`config.mk`:
```
export PLATFORM = sky130hd
export DESIGN_NAME = apb_bus_arbiter
export DESIGN_NICKNAME = d
export VERILOG_FILES = /design/src/rtl/apb_arb_pkg.sv /design/src/rtl/rr_arbiter.sv /design/src/rtl/apb_bus_arbiter.sv
export SDC_FILE = /design/constraint.sdc
export NUM_CORES = 1
export LEC_CHECK = 0
export BUFFER_PORTS_ARGS = -buffer_cell sky130_fd_sc_hd__buf_2
export CORE_MARGIN = 2
export CORE_UTILIZATION = 51
export DETAILED_ROUTE_END_ITERATION = 12
export GPL_ROUTABILITY_DRIVEN = 1
export PLACE_DENSITY = 0.91
export SYNTH_ARGS = -nofsm -noshare
export SYNTH_HDL_FRONTEND = slang
export SYNTH_SLANG_ARGS = --single-unit
```
`constraint.sdc`:
```
create_clock -name clk -period 2.9 [get_ports clk]
set_clock_uncertainty 0.2 [all_clocks]
set_input_delay 0.435 -clock clk [delete_from_list [all_inputs] [get_ports clk]]
set_output_delay 0.435 -clock clk [all_outputs]
set_load 0.1 [all_outputs]
```
`src/rtl/apb_arb_pkg.sv`:
```
// Shared types and constants for the APB bus arbiter and its round-robin core.
package apb_arb_pkg;

  typedef enum logic [1:0] {
    ST_IDLE   = 2'd0,
    ST_SETUP  = 2'd1,
    ST_ACCESS = 2'd2
  } state_t;

  localparam int ID_W            = 2;
  localparam int DEFAULT_TIMEOUT = 16;

  // Index width for an n-entry requester vector; never narrower than one bit.
  function automatic int idx_width(input int n);
    return (n > 1) ? $clog2(n) : 1;
  endfunction

endpackage

```
`src/rtl/rr_arbiter.sv`:
```
// Round-robin selector: combinational next winner searched from pointer+1,
// plus the registered pointer that remembers the last granted index.
module rr_arbiter
  import apb_arb_pkg::*;
#(
  parameter int N     = 2,
  parameter int IDX_W = idx_width(N)
) (
  input  logic             clk,
  input  logic             rst_n,
  input  logic [N-1:0]     req,
  input  logic             load,
  output logic             found,
  output logic [IDX_W-1:0] idx,
  output logic [N-1:0]     onehot
);

  logic [IDX_W-1:0] ptr;

  always_comb begin
    // NOTE: every output of this block gets a default before the search, so no path leaves one unassigned and no latch is inferred.
    found = 1'b0;
    idx   = '0;
    for (int k = 1; k <= N; k++) begin
      if (!found && req[(int'(ptr) + k) % N]) begin
        found = 1'b1;
        idx   = IDX_W'((int'(ptr) + k) % N);
      end
    end
  end

  assign onehot = found ? (N'(1) << idx) : '0;

  // Pointer starts at the last index so requester 0 has top priority after reset.
  always_ff @(posedge clk or negedge rst_n) begin
    // NOTE: registered state is updated with non-blocking assignments so every flop samples pre-edge values.
    if (!rst_n) begin
      ptr <= IDX_W'(N - 1);
    end else if (load) begin
      ptr <= idx;
    end
  end

endmodule

```
`src/rtl/apb_bus_arbiter.sv`:
```
// Round-robin APB master sequencer: shares one APB bus between NUM_REQ
// requesters, honours wait states, and aborts hung accesses after TIMEOUT cycles.
module apb_bus_arbiter
  import apb_arb_pkg::*;
#(
  parameter int NUM_REQ = 2,
  parameter int ADDR_W  = 8,
  parameter int DATA_W  = 8,
  parameter int TIMEOUT = DEFAULT_TIMEOUT
) (
  input  logic                      clk,
  input  logic                      rst_n,
  input  logic [NUM_REQ-1:0]        req,
  input  logic [NUM_REQ-1:0]        req_write,
  input  logic [NUM_REQ*ID_W-1:0]   req_id,
  input  logic [NUM_REQ*ADDR_W-1:0] req_addr,
  input  logic [NUM_REQ*DATA_W-1:0] req_wdata,
  output logic [NUM_REQ-1:0]        gnt,
  output logic [NUM_REQ-1:0]        done,
  output logic                      err,
  output logic [DATA_W-1:0]         rd_data,
  output logic                      sel,
  output logic                      enable,
  output logic                      write,
  output logic [ID_W-1:0]           id,
  output logic [ADDR_W-1:0]         addr,
  output logic [DATA_W-1:0]         wdata,
  input  logic [DATA_W-1:0]         rdata,
  input  logic                      ready
);

  localparam int IDX_W = idx_width(NUM_REQ);
  localparam int CNT_W = $clog2(TIMEOUT + 1);

  state_t             state;
  logic [CNT_W-1:0]   wait_cnt;
  logic [NUM_REQ-1:0] arb_req;
  logic               arb_found;
  logic [IDX_W-1:0]   arb_idx;
  logic [NUM_REQ-1:0] arb_oh;
  logic               arb_load;

  logic               nxt_write;
  logic [ID_W-1:0]    nxt_id;
  logic [ADDR_W-1:0]  nxt_addr;
  logic [DATA_W-1:0]  nxt_wdata;

  // During the owner's final ACCESS cycle its own req is masked so a
  // back-to-back re-arbitration can only pick a different requester.
  assign arb_req  = (state == ST_ACCESS) ? (req & ~gnt) : req;
  assign arb_load = arb_found && ((state == ST_IDLE) || ((state == ST_ACCESS) && ready));

  assign nxt_write = req_write[arb_idx];
  assign nxt_id    = req_id[int'(arb_idx) * ID_W +: ID_W];
  assign nxt_addr  = req_addr[int'(arb_idx) * ADDR_W +: ADDR_W];
  assign nxt_wdata = req_wdata[int'(arb_idx) * DATA_W +: DATA_W];

  rr_arbiter #(
    .N     (NUM_REQ),
    .IDX_W (IDX_W)
  ) u_rr (
    .clk    (clk),
    .rst_n  (rst_n),
    .req    (arb_req),
    .load   (arb_load),
    .found  (arb_found),
    .idx    (arb_idx),
    .onehot (arb_oh)
  );

  always_ff @(posedge clk or negedge rst_n) begin
    if (!rst_n) begin
      state    <= ST_IDLE;
      wait_cnt <= '0;
      sel      <= 1'b0;
      enable   <= 1'b0;
      write    <= 1'b0;
      id       <= '0;
      addr     <= '0;
      wdata    <= '0;
      gnt      <= '0;
      done     <= '0;
      err      <= 1'b0;
      rd_data  <= '0;
    end else begin
      done <= '0;
      err  <= 1'b0;
      unique case (state)
        ST_IDLE: begin
          if (arb_found) begin
            write <= nxt_write;
            id    <= nxt_id;
            addr  <= nxt_addr;
            wdata <= nxt_wdata;
            gnt   <= arb_oh;
            sel   <= 1'b1;
            state <= ST_SETUP;
          end
        end

        ST_SETUP: begin
          enable   <= 1'b1;
          wait_cnt <= '0;
          state    <= ST_ACCESS;
        end

        ST_ACCESS: begin
          if (ready) begin
            done     <= gnt;
            wait_cnt <= '0;
            enable   <= 1'b0;
            if (!write) begin
              rd_data <= rdata;
            end
            if (arb_found) begin
              write <= nxt_write;
              id    <= nxt_id;
              addr  <= nxt_addr;
              wdata <= nxt_wdata;
              gnt   <= arb_oh;
              state <= ST_SETUP;
            end else begin
              sel   <= 1'b0;
              gnt   <= '0;
              state <= ST_IDLE;
            end
          end else if (wait_cnt == CNT_W'(TIMEOUT - 1)) begin
            // TIMEOUT-th consecutive wait cycle: abort, leave rd_data untouched.
            done     <= gnt;
            err      <= 1'b1;
            sel      <= 1'b0;
            enable   <= 1'b0;
            gnt      <= '0;
            wait_cnt <= '0;
            state    <= ST_IDLE;
          end else begin
            wait_cnt <= wait_cnt + CNT_W'(1);
          end
        end

        default: state <= ST_IDLE;
      endcase
    end
  end

endmodule

```
==> flow_summary.yaml, run 1 <==
outcome:
  status: "finished, final reports clean"
layout:
  diodes: 0
  total_non_filler_cell_area_in_the_finished_layout_um2: 2580
  area_growth_pct: 26.7
  post_layout_nonfiller_instances: 315
  design.final.nets: 322
  post_route_cells_drive_above_1_share_pct: 42.7
routing:
  drt_iter0_drc: 82
  detail_route.vias_per_cell: 5.23
  detail_route.drc_violations: 0
  totalWireLength_mm: 4.24
  drt_first_pass_iters: 4
  number_of_nets_with_antenna_violations_after_routing: 0
  detailroute.via_count: 1646
  routed_wire_length_per_instance_um: 13.5
logic_synthesis:
  area_share_of_the_leading_cell_type_in_the_synthesized_netlist_pct: 50.4
  synth.cells.most_frequent: "dfrtp_1, nand2_1, mux2i_1"
  synth_top_family_by_area: "multiplexers"
  syn_std_cell_area_um2: 2040
  synth_cell_types: 32
  post-synth-top-count-cell: "dfrtp_1"
  synth.area.mux_share_pct: 18.1
  post_synthesis_simple_gate_area_fraction_pct: 10.4
  netlist_top_cells_area: "dfrtp_1, mux2i_1, mux2_4"
  ys_seq_elements: 42
  synth_flop_type: "dfrtp_1"
  synth.avg_cell_area_um2: 11.3
  async_reset_ff_share_pct: 100
  warnings_synthesis: 0
  synth_seq_area_share_pct: 51.7
  yosysTopAreaCell: "dfrtp_1"
  yosys.area_share.adder_pct: 3.07
  post_synth_inst_count: 180
  synth-compound-area-share_pct: 12.4
  synth_edf_count: 0
  mappedNetlistNets: 236
  post_synth_xor_area_fraction_pct: 0
sta:
  setup_repair_after_global_routing_missed_its_margin: "false"
  max-slew-margin-rel_pct: 40.7
  final_hold_viol_count: 0
  finalSetupViolations: 0
  hold_slack_ns: 0.0635
  tns_ns: 0
  clock.fmax_mhz: 419
  max_slew.worst_pin.slew_ns: 0.889
  layout_worst_path_cycle_share_pct: 82.2
  maxSlewViolCount: 0
  post-route-min-period_ns: 2.38
critical_path:
  critical_path_class: "reg2reg"
  timing.reg2reg.worst_path_depth: 7
  rrSetupSlack_ns: 0.52
  crit_path_start_kind: "flip-flop"
  crit-reg2reg-capture: "wdata[2]"
  crit_path_max_fanout: 12
  critical_path.reg2reg.startpoint: "state[0]"
  critPathCaptureType: "flip-flop"
  crit_arrival_ns: 2.34
  required_ns: 2.86
clock_network:
  cts_hold_buffers: 0
  cts-resized-gates: 0
  clk-insertion-delay-late_ns: 0.28
  cts_setup_buffers: 0
  clkTransAtPathRegs_ns: 0.08
  clkSinkCount: 42
  h-tree-depth: 2
  clock-root-buffer: "clkbuf_8"
  cts_inserted_buffers: 5
  clockBufferDepth: 2
  tritoncts_clock_tree: "yes"
place:
  dp.final_hpwl_mm: 3.25
  globalplace.congestion: 0.820
  place.port_buffers: 84
  post_dp_cell_area_um2: 2470
  post-place-cells: 307
global_routing:
  grt_start_max_net_pins: 43
  grt_pass1_vias: 1545
  globalRouteTotalUtil_pct: 19.7
  grt_first_pass_wirelength_mm: 6.74
  grt-ovfl-total: 0
  initial_antenna_violation_count: 0
die:
  design.portCount: 85
  die_width_um: 67.2
  site_row_count: 22
  starting_density_of_the_core_pct: 54.4
  core_area_um2: 3740
  chipHeight_um: 67.2
  die_area_um2: 4520
job:
  cap_viol_max_count: 0
hold_path:
  hold_class: "in2async"
## worst max path at each step
stage              from  cells after the start  endpoint
3_5_place_dp   state[0]                      7  wdata[2]
2_1_floorplan    gnt[0]                      4    gnt[0]
6_report       state[0]                      7  wdata[2]
4_1_cts        state[0]                      7  wdata[2]
3_3_place_gp   state[0]                      7  wdata[2]
5_1_grt        state[0]                      7  wdata[3]
## stage by stage
stage / utilization [%] / worst slack [ns]
after CTS: 68.9 / 0.496
after detailed placement: 66.0 / 0.526
after global routing: 68.9 / 0.298
after floorplan: - / 0.641
after global placement: 66.0 / 0.595
final: 68.9 / 0.515
## area by class of cell
| type | count | area, µm² |
|---|---|---|
| fill | 310 | 1160 |
| timing repair buffer | 87 | 443 |
| inverter | 5 | 18.8 |
| sequential | 42 | 1050 |
| clock inverter | 3 | 40.0 |
| tap | 48 | 60.1 |
| multi-input combinational | 125 | 897 |
| clock buffer | 5 | 68.8 |
## placed cells by master (no fill, tap or decap), drive strengths merged, types with 2 or more instances in the layout
cell and n:
nor2 7, mux2i 20, o31ai 2, buf 87, dfrtp 41, ha 5, mux2 12, a21boi 4
or2 3, clkinv 2, a21oi 4, inv 5, nand2 31, o21ai 25, clkbuf 5, o2bb2ai 2
nand3 3
## critical path, stage by stage (launching register included)
cell	delay (ns)
dfrtp_1	0.39
inv_1	0.08
ha_1	0.36
a21boi_2	0.30
a21boi_4	0.38
buf_4	0.26
mux2i_1	0.21
o21ai_1	0.07
## sequential cells by signal, summed over array words and instances, names as in the netlist
| name | cells |
|---|---|
| done | 2 |
| rd_data | 8 |
| sel | 1 |
| wait_cnt | 5 |
| enable | 1 |
| wdata | 8 |
| gnt | 2 |
| u_rr.ptr | 1 |
| err | 1 |
| addr | 8 |
| state | 2 |
| id | 2 |
| write | 1 |
## cells by family (layout without fill, tap and decap cells)
group,after synthesis,after routing
compound gates,39,39
simple gates,49,49
buf+inv,13,100
mux,32,32
flops,42,42
fa+ha+maj,5,5
## routing by layer
layer / vias up / global-route usage [%] / share of wire, %
li1: 791 / - / -
met4: 0 / 5.87 / 1.1
met2: 60 / 34.7 / 49
met5: - / 0 / 0
met1: 790 / 24.7 / 43
met3: 5 / 3.67 / 6.2
Power of run 1 is not shown: default switching activity piles up to over one toggle a cycle in this logic, so the estimate is an artifact.
==> inputs of run 2 (changes only) <==
Settings changed: ABC_AREA set to 1, CORE_UTILIZATION 51 to 43, PLACE_DENSITY 0.91 to 0.82.
Clock period 2.9 ns to 2.05 ns, I/O delays scaled along.
==> run 2 against run 1 <==
Setup slack worse by 0.44 ns. Final cell count increased by 23%. Non-clock buffer count grew 7. Wire length up 14%. Utilization is 10 points lower. Count of clock-buffer cells in the layout stayed put.
==> flow_summary.yaml, run 2 <==
outcome:
  status: "finished, final reports clean"
layout:
  diodes: 0
  area_growth_pct: 31.2
  layout_commonest_cell: "buf_2"
  largestRegisters: "addr x8, rd_data x8, wdata x8"
  design.final.nets: 387
  post_layout_nonfiller_instances: 386
  most-common-layout-cells: "buf_2, nand2_1, dfrtp_1"
  nFillCells: 418
  post_route_cells_drive_above_1_share_pct: 38.0
logic_synthesis:
  warnings_synthesis: 0
  syn_std_cell_area_um2: 2090
  synth_flop_type: "dfrtp_1"
  synth_edf_count: 0
  synth.avg_cell_area_um2: 8.86
  yosysTopAreaCell: "dfrtp_1"
  post_synth_inst_count: 236
  mappedNetlistNets: 292
  netlist_top_cells_area: "dfrtp_1, nand2_1, inv_1"
  post-synth-top-count-cell: "nand2_1"
  synth_seq_area_share_pct: 50.3
  synth_cell_types: 27
  async_reset_ff_share_pct: 100
  area_share_of_the_leading_cell_type_in_the_synthesized_netlist_pct: 49.0
  synth.cells.most_frequent: "nand2_1, dfrtp_1, inv_1"
  ys_seq_elements: 42
clock_network:
  clockBufferDepth: 2
  cts_inserted_buffers: 5
  clk-insertion-delay-late_ns: 0.29
  h-tree-depth: 2
  clock-root-buffer: "clkbuf_8"
  clkTransAtPathRegs_ns: 0.08
  clkSinkCount: 42
  tritoncts_clock_tree: "yes"
sta:
  maxSlewViolCount: 0
  max_slew.worst_pin.slew_ns: 0.497
  clock.fmax_mhz: 508
  finalSetupViolations: 0
  final_hold_viol_count: 0
  setup_repair_after_global_routing_missed_its_margin: "true"
  post-route-min-period_ns: 1.97
  layout_worst_path_cycle_share_pct: 96.1
  max-slew-margin-rel_pct: 67.1
place:
  post-place-cells: 371
  dp.final_hpwl_mm: 3.25
  place.port_buffers: 84
  globalplace.congestion: 0.862
die:
  design.portCount: 85
  chipHeight_um: 73.8
  die_area_um2: 5440
  starting_density_of_the_core_pct: 44.6
  site_row_count: 25
  core_area_um2: 4690
  die_width_um: 73.8
critical_path:
  critical_path_class: "reg2reg"
  crit_arrival_ns: 1.95
  critPathCaptureType: "flip-flop"
  crit_path_max_fanout: 10
  required_ns: 2.03
  critical_path.reg2reg.startpoint: "state[0]"
  rrSetupSlack_ns: 0.08
  crit_path_start_kind: "flip-flop"
  crit-reg2reg-capture: "wdata[2]"
  timing.reg2reg.worst_path_depth: 9
hold_path:
  timing.hold.worst_endpoint: "rd_data[0]"
  hp-start: "rdata[0]"
  hold_class: "in2reg"
  hold_path_depth: 2
global_routing:
  grt_pass1_vias: 1623
  grt_first_pass_wirelength_mm: 7.04
  globalRouteTotalUtil_pct: 16.8
  grt-ovfl-total: 0
  grt_start_max_net_pins: 41
  initial_antenna_violation_count: 0
routing:
  routed_wire_length_per_instance_um: 12.5
  number_of_nets_with_antenna_violations_after_routing: 0
  drt_first_pass_iters: 4
  drt_iter0_drc: 82
  detailroute.via_count: 1847
  totalWireLength_mm: 4.84
  detail_route.drc_violations: 0
  detail_route.vias_per_cell: 4.78
job:
  cap_viol_max_count: 0
## run 2: through the flow
stage	util (%)	setup TNS [ns]	cell area (µm²)	hold WS, ns	worst slack [ns]
3_5_place_dp	53.9	0	2530	0.0312	0.108
6_report	58.5	0	2750	0.0511	0.0799
2_1_floorplan	-	0	2090	-0.188	0.00329
4_1_cts	56.5	0	2650	0.0431	0.0884
3_3_place_gp	53.9	0	2530	0.0321	0.159
5_1_grt	58.5	-0.379	2750	0.0340	-0.0459
## run 2: kinds of logic after synthesis
kind of cell               synth area share [%]
AOI/OAI and AO/OA                          12.1
xor gates and xnor gates                  0.419
adders and majority gates                  2.99
buffers and inverters                      10.6
DFF                                        50.3
muxes                                      4.31
and+or+nand+nor                            19.3
## run 2: final cells by class
class                      count  area (µm²)  share of cell area (%)
clock buffer                   5        68.8                    2.51
clock inverter                 3        40.0                    1.46
inverter                      36         141                    5.15
multi-input combinational    152         865                    31.5
sequential                    42        1050                    38.3
tap                           54        67.6                    2.46
timing repair buffer          94         510                    18.6
## run 2: worst max-delay path by stage
stage	start	end	slack, ns	cells past startpoint
2_1_floorplan	gnt[0]	addr[1]	0.003	7
3_3_place_gp	state[0]	addr[0]	0.16	8
3_5_place_dp	state[0]	addr[2]	0.11	9
4_1_cts	state[0]	addr[3]	0.09	10
5_1_grt	state[0]	addr[4]	-0.05	9
6_report	state[0]	wdata[2]	0.08	9
## run 2: routing by layer
metal	vias up	wire length [µm]	GRT usage, %
li1	937	-	-
met1	851	2170	20.8
met2	53	2420	29.3
met3	6	198	4.25
met4	0	46	3.84
met5	-	0	0
## run 2: repair_timing
item / 4_1_cts / 5_1_grt
setup buffers: 0 / 4
hold endpoints to repair: 13 / 0
setup endpoints to repair: 0 / 23
hold buffers: 1 / 0
gates resized for setup: 0 / 9
## run 2: critical path, cell delays in order, from the launching register on
cell	delay (ns)
dfrtp_1	0.40
inv_1	0.09
ha_2	0.22
nand2_2	0.08
nand2_2	0.11
clkinvlp_4	0.21
nand2_2	0.30
nand2_1	0.09
o211ai_1	0.11
nand2_1	0.07
Power of run 2 is left out for the same reason.
